## config.mk

```make
export PLATFORM = sky130hd
export DESIGN_NAME = alu_sequencer_flat
export DESIGN_NICKNAME = d
export VERILOG_FILES = /design/src/rtl/alu_sequencer_if.sv /design/src/rtl/alu_sequencer.sv /design/src/flat_wrapper.sv
export SDC_FILE = /design/constraint.sdc
export NUM_CORES = 1
export LEC_CHECK = 0
export BUFFER_PORTS_ARGS = -buffer_cell sky130_fd_sc_hd__buf_2
export CORE_ASPECT_RATIO = 2
export CORE_UTILIZATION = 50
export DETAILED_ROUTE_END_ITERATION = 8
export PLACE_DENSITY = 0.82
export SYNTH_ARGS = -nofsm -noshare
export SYNTH_HDL_FRONTEND = slang
export SYNTH_SLANG_ARGS = --single-unit
```

## constraint.sdc

```tcl
create_clock -name i_clk -period 2.35 [get_ports i_clk]
set_input_delay 0.47 -clock i_clk [delete_from_list [all_inputs] [get_ports i_clk]]
set_output_delay 0.47 -clock i_clk [all_outputs]
set_load 0.1 [all_outputs]
```

## src/rtl/alu_sequencer_if.sv

```systemverilog
// ROM fetch port and ALU operand/result port shared by the sequencer (master)
// and the ROM/ALU side (slave).
interface alu_sequencer_if #(parameter int PC_W = 6);
  logic            instr_req;
  logic [PC_W-1:0] instr_addr;
  logic [15:0]     instr_data;
  logic            instr_valid;
  logic [7:0]      alu_a;
  logic [7:0]      alu_b;
  logic [2:0]      alu_sel;
  logic [7:0]      alu_f;
  logic            alu_ovf;
  logic            alu_take_branch;

  modport master (
    output instr_req, instr_addr, alu_a, alu_b, alu_sel,
    input  instr_data, instr_valid, alu_f, alu_ovf, alu_take_branch
  );

  modport slave (
    input  instr_req, instr_addr, alu_a, alu_b, alu_sel,
    output instr_data, instr_valid, alu_f, alu_ovf, alu_take_branch
  );
endinterface

```

## src/rtl/alu_sequencer.sv

```systemverilog
// Multi-cycle control stage for the external 8-bit ALU: fetch, execute, write back,
// with a 4x8 register file and a wrapping PC_W-bit program counter.
//
// state   | meaning
// IDLE    | waiting for start after reset
// FETCH   | ROM request held until instr_valid
// EXEC    | ALU operands driven from IR and registers
// WB      | result/branch applied, PC advanced
// HALT    | halt word fetched, PC parked on it
module alu_sequencer #(
  parameter int PC_W = 6
) (
  input  logic                   i_clk,
  input  logic                   i_rst,
  input  logic                   i_start,
  alu_sequencer_if.master        bus,
  output logic                   o_busy,
  output logic                   o_halted,
  output logic                   o_ovf_flag,
  input  logic [1:0]             i_dbg_sel,
  output logic [7:0]             o_dbg_data
);

  localparam logic [2:0] S_IDLE  = 3'd0;
  localparam logic [2:0] S_FETCH = 3'd1;
  localparam logic [2:0] S_EXEC  = 3'd2;
  localparam logic [2:0] S_WB    = 3'd3;
  localparam logic [2:0] S_HALT  = 3'd4;

  logic [2:0]      r_state;
  logic [PC_W-1:0] r_pc;
  // The halt bit is consumed at fetch time, so only op/operands/offset are kept.
  logic [14:0]     r_ir;
  logic [7:0]      r_regs [4];
  logic            r_ovf;

  logic [2:0]      w_op;
  logic [1:0]      w_rd;
  logic [1:0]      w_rs;
  logic [1:0]      w_rt;
  logic            w_is_branch;
  logic [PC_W-1:0] w_off_sx;
  logic [PC_W-1:0] w_pc_inc;
  logic [PC_W-1:0] w_pc_tgt;

  assign w_op        = r_ir[14:12];
  assign w_rd        = r_ir[11:10];
  assign w_rs        = r_ir[9:8];
  assign w_rt        = r_ir[7:6];
  assign w_is_branch = w_op[2] & w_op[1];
  assign w_off_sx    = PC_W'($signed(r_ir[5:0]));
  assign w_pc_inc    = r_pc + PC_W'(1);
  assign w_pc_tgt    = w_pc_inc + w_off_sx;

  always_ff @(posedge i_clk) begin
    if (i_rst) begin
      r_state <= S_IDLE;
      r_pc    <= '0;
      r_ir    <= '0;
      r_ovf   <= 1'b0;
      for (int i = 0; i < 4; i++) r_regs[i] <= '0;
    end else begin
      case (r_state)
        S_IDLE, S_HALT: begin
          if (i_start) begin
            r_pc    <= '0;
            r_ovf   <= 1'b0;
            r_state <= S_FETCH;
          end
        end
        S_FETCH: begin
          if (bus.instr_valid) begin
            r_ir    <= bus.instr_data[14:0];
            r_state <= bus.instr_data[15] ? S_HALT : S_EXEC;
          end
        end
        S_EXEC: r_state <= S_WB;
        S_WB: begin
          if (w_is_branch) begin
            r_pc <= bus.alu_take_branch ? w_pc_tgt : w_pc_inc;
          end else begin
            r_regs[w_rd] <= bus.alu_f;
            r_pc         <= w_pc_inc;
          end
          if (w_op == 3'd0) r_ovf <= r_ovf | bus.alu_ovf;
          r_state <= S_FETCH;
        end
        default: r_state <= S_IDLE;
      endcase
    end
  end

  assign bus.instr_req  = (r_state == S_FETCH);
  assign bus.instr_addr = r_pc;
  assign bus.alu_a      = r_regs[w_rs];
  assign bus.alu_b      = r_regs[w_rt];
  assign bus.alu_sel    = w_op;

  assign o_busy     = (r_state == S_FETCH) || (r_state == S_EXEC) || (r_state == S_WB);
  assign o_halted   = (r_state == S_HALT);
  assign o_ovf_flag = r_ovf;
  assign o_dbg_data = r_regs[i_dbg_sel];

endmodule

```

## src/flat_wrapper.sv

```systemverilog
// flat-port wrapper written by rule: the top's interface ports become plain ports
module alu_sequencer_flat 
#(
  parameter int PC_W = 6
)
  (i_clk, i_rst, i_start, o_busy, o_halted, o_ovf_flag, i_dbg_sel, o_dbg_data, bus_instr_req, bus_instr_addr, bus_alu_a, bus_alu_b, bus_alu_sel, bus_instr_data, bus_instr_valid, bus_alu_f, bus_alu_ovf, bus_alu_take_branch);
  alu_sequencer_if #(.PC_W(PC_W)) bus_i ();
  input  logic i_clk;
  input  logic i_rst;
  input  logic i_start;
  output logic o_busy;
  output logic o_halted;
  output logic o_ovf_flag;
  input  logic [1:0] i_dbg_sel;
  output logic [7:0] o_dbg_data;
  output wire logic [$bits(bus_i.instr_req)-1:0] bus_instr_req;
  output wire logic [$bits(bus_i.instr_addr)-1:0] bus_instr_addr;
  output wire logic [$bits(bus_i.alu_a)-1:0] bus_alu_a;
  output wire logic [$bits(bus_i.alu_b)-1:0] bus_alu_b;
  output wire logic [$bits(bus_i.alu_sel)-1:0] bus_alu_sel;
  input wire logic [$bits(bus_i.instr_data)-1:0] bus_instr_data;
  input wire logic [$bits(bus_i.instr_valid)-1:0] bus_instr_valid;
  input wire logic [$bits(bus_i.alu_f)-1:0] bus_alu_f;
  input wire logic [$bits(bus_i.alu_ovf)-1:0] bus_alu_ovf;
  input wire logic [$bits(bus_i.alu_take_branch)-1:0] bus_alu_take_branch;
  assign bus_instr_req = bus_i.instr_req;
  assign bus_instr_addr = bus_i.instr_addr;
  assign bus_alu_a = bus_i.alu_a;
  assign bus_alu_b = bus_i.alu_b;
  assign bus_alu_sel = bus_i.alu_sel;
  assign bus_i.instr_data = bus_instr_data;
  assign bus_i.instr_valid = bus_instr_valid;
  assign bus_i.alu_f = bus_alu_f;
  assign bus_i.alu_ovf = bus_alu_ovf;
  assign bus_i.alu_take_branch = bus_alu_take_branch;
  alu_sequencer #(.PC_W(PC_W)) u_core (.i_clk(i_clk), .i_rst(i_rst), .i_start(i_start), .bus(bus_i), .o_busy(o_busy), .o_halted(o_halted), .o_ovf_flag(o_ovf_flag), .i_dbg_sel(i_dbg_sel), .o_dbg_data(o_dbg_data));
endmodule
```

=== Word level (Yosys, flattened, before mapping) ===
Memory sizes are Yosys's and may differ from the RTL's. A register that Yosys moved wholly into a read port is not among the register bits.
Cells that the tools add are included.
Widths: inputs -> output; s select.

* Flip-flop bits (word level): 25
* Memories kept: 1
* Input port bits: 32
* RAM bits: 32
* Output and inout port bits: 37
* Logic and storage cells: 51

{| class="wikitable"
|+ Memories
! name !! depth !! bits a word !! read ports !! clocked after memory_dff !! write ports !! line !! source
|-
| u_core.r_regs || 4 || 8 || 3 || 2 || 4 || alu_sequencer.sv:34 || <nowiki>logic [7:0] r_regs [4];</nowiki>
|}

* Equality and inequality tests: 7
* $add $sub $neg: 2
* Bitwise logic cells: 2
* Reductions and logical operators: 11
* Mux-type cells: 24

{| class="wikitable"
|+ Operators with widths
! kind !! number
|-
| $mux 6 || 3
|-
| $pmux 3 s4 || 1
|-
| $pmux 6 s2 || 1
|-
| $mux 2 || 5
|-
| $mux 1 || 9
|-
| $mux 3 || 3
|-
| $mux 8 || 1
|-
| $reduce_or 8->1 || 1
|-
| $add 6x1->6 const B || 1
|-
| $add 6x6->6 || 1
|-
| $eq 3x2->1 const B || 2
|-
| $logic_not 3->1 || 2
|-
| $reduce_and 2->1 || 3
|-
| $ne 2x1->1 const B || 2
|-
| $eq 3x1->1 const B || 1
|-
| $eq 3x3->1 const B || 1
|-
| $reduce_and 3->1 || 1
|-
| $logic_or 1x1->1 || 2
|-
| $ne 2x2->1 const B || 1
|-
| $pmux 1 s2 || 1
|-
| $reduce_bool 2->1 || 1
|-
| $reduce_or 2->1 || 1
|-
| $and 1x1->1 || 1
|-
| $or 1x1->1 || 1
|}

=== Depth between registers and ports, before layout ===
* Depth after elaboration: 7
* Depth in mapped cells: 9

=== Least setup slack after synthesis ===
Ideal clock, no wire load.

* Path kind: register to register
* From: register u_core.r_state[2]
* To: register with a tool-made name
* Arrival time: 3610 ps
* Slack: -1396 ps
* Data required time: 2214 ps
* Cell stages (with the launch flop): 7
* Period minus slack after synthesis: 3746 ps
* Path through: dfxtp_1 > buf_2 > nor3b_1 > nand2_1 > buf_2 > nand2_1 > a21oi_1

{| class="wikitable"
|+ RTL lines
! item !! line !! source
|-
| start: declaration || alu_sequencer.sv:30 || <nowiki>logic [2:0] r_state;</nowiki>
|-
| start signal: assignment || alu_sequencer.sv:74 || <nowiki>r_state <= bus.instr_data[15] ? S_HALT : S_EXEC;</nowiki>
|}

=== Final worst setup path ===
* From: register u_core.r_pc[0] (netlist: u_core.bus.instr_addr[0])
* To: register u_core.r_pc[5] (netlist: u_core.bus.instr_addr[5])

* Word-level cells in the longest chain between the ends: 5

{| class="wikitable"
|+ Ends and longest elaborated chain
! item !! line !! source
|-
| start: declaration || alu_sequencer.sv:31 || <nowiki>logic [PC_W-1:0] r_pc;</nowiki>
|-
| start signal: assignment || alu_sequencer.sv:80 || <nowiki>r_pc <= bus.alu_take_branch ? w_pc_tgt : w_pc_inc;</nowiki>
|-
| start signal: assignment || alu_sequencer.sv:83 || <nowiki>r_pc <= w_pc_inc;</nowiki>
|-
| $add 6x1->6 (*) || alu_sequencer.sv:52 || <nowiki>assign w_pc_inc = r_pc + PC_W'(1);</nowiki>
|-
| $add 6x6->6 || alu_sequencer.sv:53 || <nowiki>assign w_pc_tgt = w_pc_inc + w_off_sx;</nowiki>
|-
| $mux 6 || alu_sequencer.sv:80 ||
|-
| $mux 6 (*) || alu_sequencer.sv:79 || <nowiki>if (w_is_branch) begin</nowiki>
|-
| $pmux 6 s2 (*) || alu_sequencer.sv:63 || <nowiki>case (r_state)</nowiki>
|}

Every way passes the cells marked *; elsewhere a longest branch is shown, timed or not.
A chain may end at the register's enable or synchronous reset.

==> run_results.csv <==
group,metric,value,unit
outcome,status,"finished clean",
synth,synth-edff-count,32,
routing,routed_via_density,5.56,
setup_path,critical_path_class,"register to register",
place,dp_hpwl,5970,um
worst_hold_path,whs_path_depth,3,
routing,dr_wl_met3,254,um
sta,fin_crit_sh,98.0,%
setup_path,critPathBufInv,0,
routing,firstDrtPassIters,4,
cells_and_area,drive_gt1_share,37.0,%
routing,route.top_layer_used,"met4",
synth,ys_types,47,
sta,tightest_slew,0.558,ns
cells_and_area,nFillCells,472,
routing,wl_met2,4630,um
worst_hold_path,hold_class,"primary input to register",
global_routing,grt_max_degree,31,
cells_and_area,fin_util,64.1,%
power,power_density,741,nW/um2
power,total_leakage_power,0.00164,uW
clock_tree,cts_hold_buf,0,
sta,fmax,0.434,GHz
setup_path,arrival,2.50,ns
clock_tree,clk_pin_slew,0.05,ns
cells_and_area,diodes,0,
floorplanning,die_y,117,um
synth,netlist_area,3280,um2
sta,tns,0,ns
sta,skew,0.00495,ns
clock_tree,cts_tree,"built",
clock_tree,htree_levels,3,
global_routing,grt_pass1_vias,2559,
power,peakVddDrop,484,uV
routing,routedWlPerCell,17.2,um
floorplanning,design.die.area,6900,um2
worst_hold_path,worst_hold_path.endpoint,"u_core.r_ir[5]",
run,drv_cap,0,
global_routing,grt_first_pass_wirelength,12000,um
routing,first_iter_violations,78,
setup_path,r2r-end,"u_core.bus.instr_addr[5]",
synth,ys_seq_area_share,47.0,%
setup_path,cp_max_fo,7,
floorplanning,rows,41,
floorplanning,start_util,52.0,%
worst_hold_path,worstHoldStart,"bus_instr_data[5]",
setup_path,cp-start-kind,"register",
cells_and_area,nNetsFinal,391,
floorplanning,die_w,59.3,um
setup_path,path_delay_family,"simple AND/OR/NAND/NOR gates",
routing,met1_length,2450,um
sta,period_minus_slack,2.30,ns
place,portBuffers,68,
routing,antenna_left,0,
synth,ys_ff_latch,61,
setup_path,reg2reg_slack,0.05,ns
setup_path,slowest_stage,"dfxtp_4",
cells_and_area,stdcell_count,443,
cells_and_area,syn2layout_area_growth,23.3,%
floorplanning,coreArea,6310,um2
routing,num_vias,2463,
clock_tree,clk_latency,0.33,ns
clock_tree,cts_post_setup_buffers_inserted,0,
setup_path,crit_chain,"ha_4 -> nand3_1 -> xnor2_2 -> ha_4 -> or3b_1 -> a31oi_1 -> nor3_2 -> mux2i_1 -> nand4b_1",
setup_path,r2r_start,"u_core.bus.instr_addr[0]",
synth,synth_warnings,0,
place,dp_cells,427,
global_routing,antenna_found_initial,0,
routing,drt_wl_total,7600,um
synth,synth_flop_cell,"edfxtp_1",
synth,syn-num-nets,323,
setup_path,cp_common_cell,"ha_4",
setup_path,r2r_cells,9,
clock_tree,cts_buffers,9,
clock_tree,clockBufferDepth,2,
sta,setup_viol,0,
synth,synth.avg_cell_area,11.5,um2
setup_path,cp-end-kind,"register",
global_routing,track_usage,24.1,%
place,pre_cts_slack,-0.105,ns
sta,holdWs,0.385,ns
global_routing,grt-ovfl-total,0,
sta,setup_ws,0.0477,ns
clock_tree,cts-root-buf,"clkbuf_16",
setup_path,worstPathRequired,2.55,ns
place,place.gp.congestion,0.832,
routing,drc,0,
sta,slew_headroom,62.8,%
synth,synthCells,284,
setup_path,slowest_delay,0.38,ns
floorplanning,num_io_pins,69,
synth,async_reset_ff_share,0,%
sta,final_max_slew_viol_count,0,
clock_tree,cts.sinks,61,
sta,hold_viol,0,
[cell type report]
type                            count  area [um2]  share of cell area, %
Timing Repair Buffer               76         400                   9.90
Multi-Input combinational cell    201        1670                   41.3
Inverter                            3        11.3                  0.279
Tap cell                           86         108                   2.66
Clock inverter                      4        47.5                   1.18
Sequential cell                    61        1560                   38.5
Clock buffer                       12         246                   6.10
[cells in the final DEF (no fill, tap or decap), types with 2 or more instances in the layout]
cell type and n:
and3_1 2, nor3b_2 2, nand2_1 41, nand3_1 5
clkinv_2 2, nor3_1 3, buf_4 8, nor2b_1 3
xnor2_1 2, a211oi_1 2, nor4_1 2, a21oi_1 24
a41o_1 2, ha_1 4, edfxtp_1 32, a2bb2oi_1 3
ha_4 2, clkbuf_1 2, clkbuf_16 9, nor2_1 15
buf_2 68, dfxtp_1 24, a31oi_1 2, and2_1 34
mux4_2 24, a21o_1 2, dfxtp_4 4, inv_1 3
nand2b_1 2, nor3b_4 2
[Yosys cell counts, types with 2 or more instances]
cell        n  area share (%)
nand2_1    41             4.7
and2_1     34             6.5
edfxtp_1   32              29
dfxtp_1    29              18
a21oi_1    24             3.7
mux4_2     24              16
nor2_1     15             1.7
buf_4       6             1.4
ha_1        6             2.3
buf_2       5            0.76
nand3_1     5            0.76
buf_1       4            0.46
nor3_1      4            0.61
a211oi_1    3            0.69
a2bb2oi_1   3            0.80
clkbuf_1    3            0.34
inv_1       3            0.34
nor2b_1     3            0.57
xnor2_1     3            0.80
a21o_1      2            0.46
a31oi_1     2            0.38
a41o_1      2            0.61
and3_1      2            0.38
nand2b_1    2            0.38
nor3b_1     2            0.46
nor3b_2     2            0.76
nor4_1      2            0.38
o21ai_0     2            0.31
[logic make-up after synthesis]
| family | after synthesis | synth area share [%] |
|---|---|---|
| compound gates | 43 | 8.21 |
| xor+xnor | 4 | 1.07 |
| fa+ha+maj | 7 | 2.90 |
| buf+inv | 22 | 3.63 |
| flops | 61 | 47.0 |
| mux | 25 | 16.8 |
| simple gates | 122 | 20.4 |
[flip-flops by register name (all words and copies together), names as in the netlist, named ones only]
register	cells
u_core.o_ovf_flag	1
u_core.r_regs	32
u_core.r_state	3
u_core.bus.instr_addr	6
u_core.r_ir	15
[worst reg2reg max path: stages (launching register included)]
cell      delay, ns
dfxtp_4        0.38
ha_4           0.15
nand3_1        0.12
xnor2_2        0.25
ha_4           0.25
or3b_1         0.34
a31oi_1        0.24
nor3_2         0.10
mux2i_1        0.22
nand4b_1       0.12
[report_power, final]
part / switching [uW] / leakage (uW) / internal [uW]
combinational: 390 / 0.000924 / 122
sequential: 36.0 / 0.000569 / 1150
clock: 449 / 0.000143 / 845
total: 875 / 0.00164 / 2120
[worst max-delay path by stage]
stage,cells past startpoint,end,slack (ns),from
4_1_cts,9,u_core.bus.instr_addr[5],0.009,u_core.bus.instr_addr[0]
2_1_floorplan,2,o_busy,-0.02,u_core.r_state[1]
3_5_place_dp,7,u_core.bus.instr_addr[5],-0.10,u_core.bus.instr_addr[0]
5_1_grt,9,u_core.bus.instr_addr[5],-0.01,u_core.bus.instr_addr[0]
6_report,9,u_core.bus.instr_addr[5],0.05,u_core.bus.instr_addr[0]
3_3_place_gp,7,u_core.bus.instr_addr[5],0.17,u_core.bus.instr_addr[0]
[per-layer routing]
layer | GRT usage, % | up-vias
li1 | - | 1180
met3 | 3.77 | 25
met4 | 12.9 | 0
met5 | 0 | -
met2 | 49.5 | 80
met1 | 20.0 | 1178
[repair_timing]
item / CTS / global route
pin swaps: 0 / 2
gates resized for setup: 2 / 3
endpoints found under the setup margin: 1 / 1
[stage by stage]
step	total power (uW)	cell area [um2]
global placement	1710	3720
detailed placement	1720	3720
floorplan	1630	3320
CTS	3000	4020
finish	3000	4040
global route	3090	4040
Power figures use the tool's default switching activity.
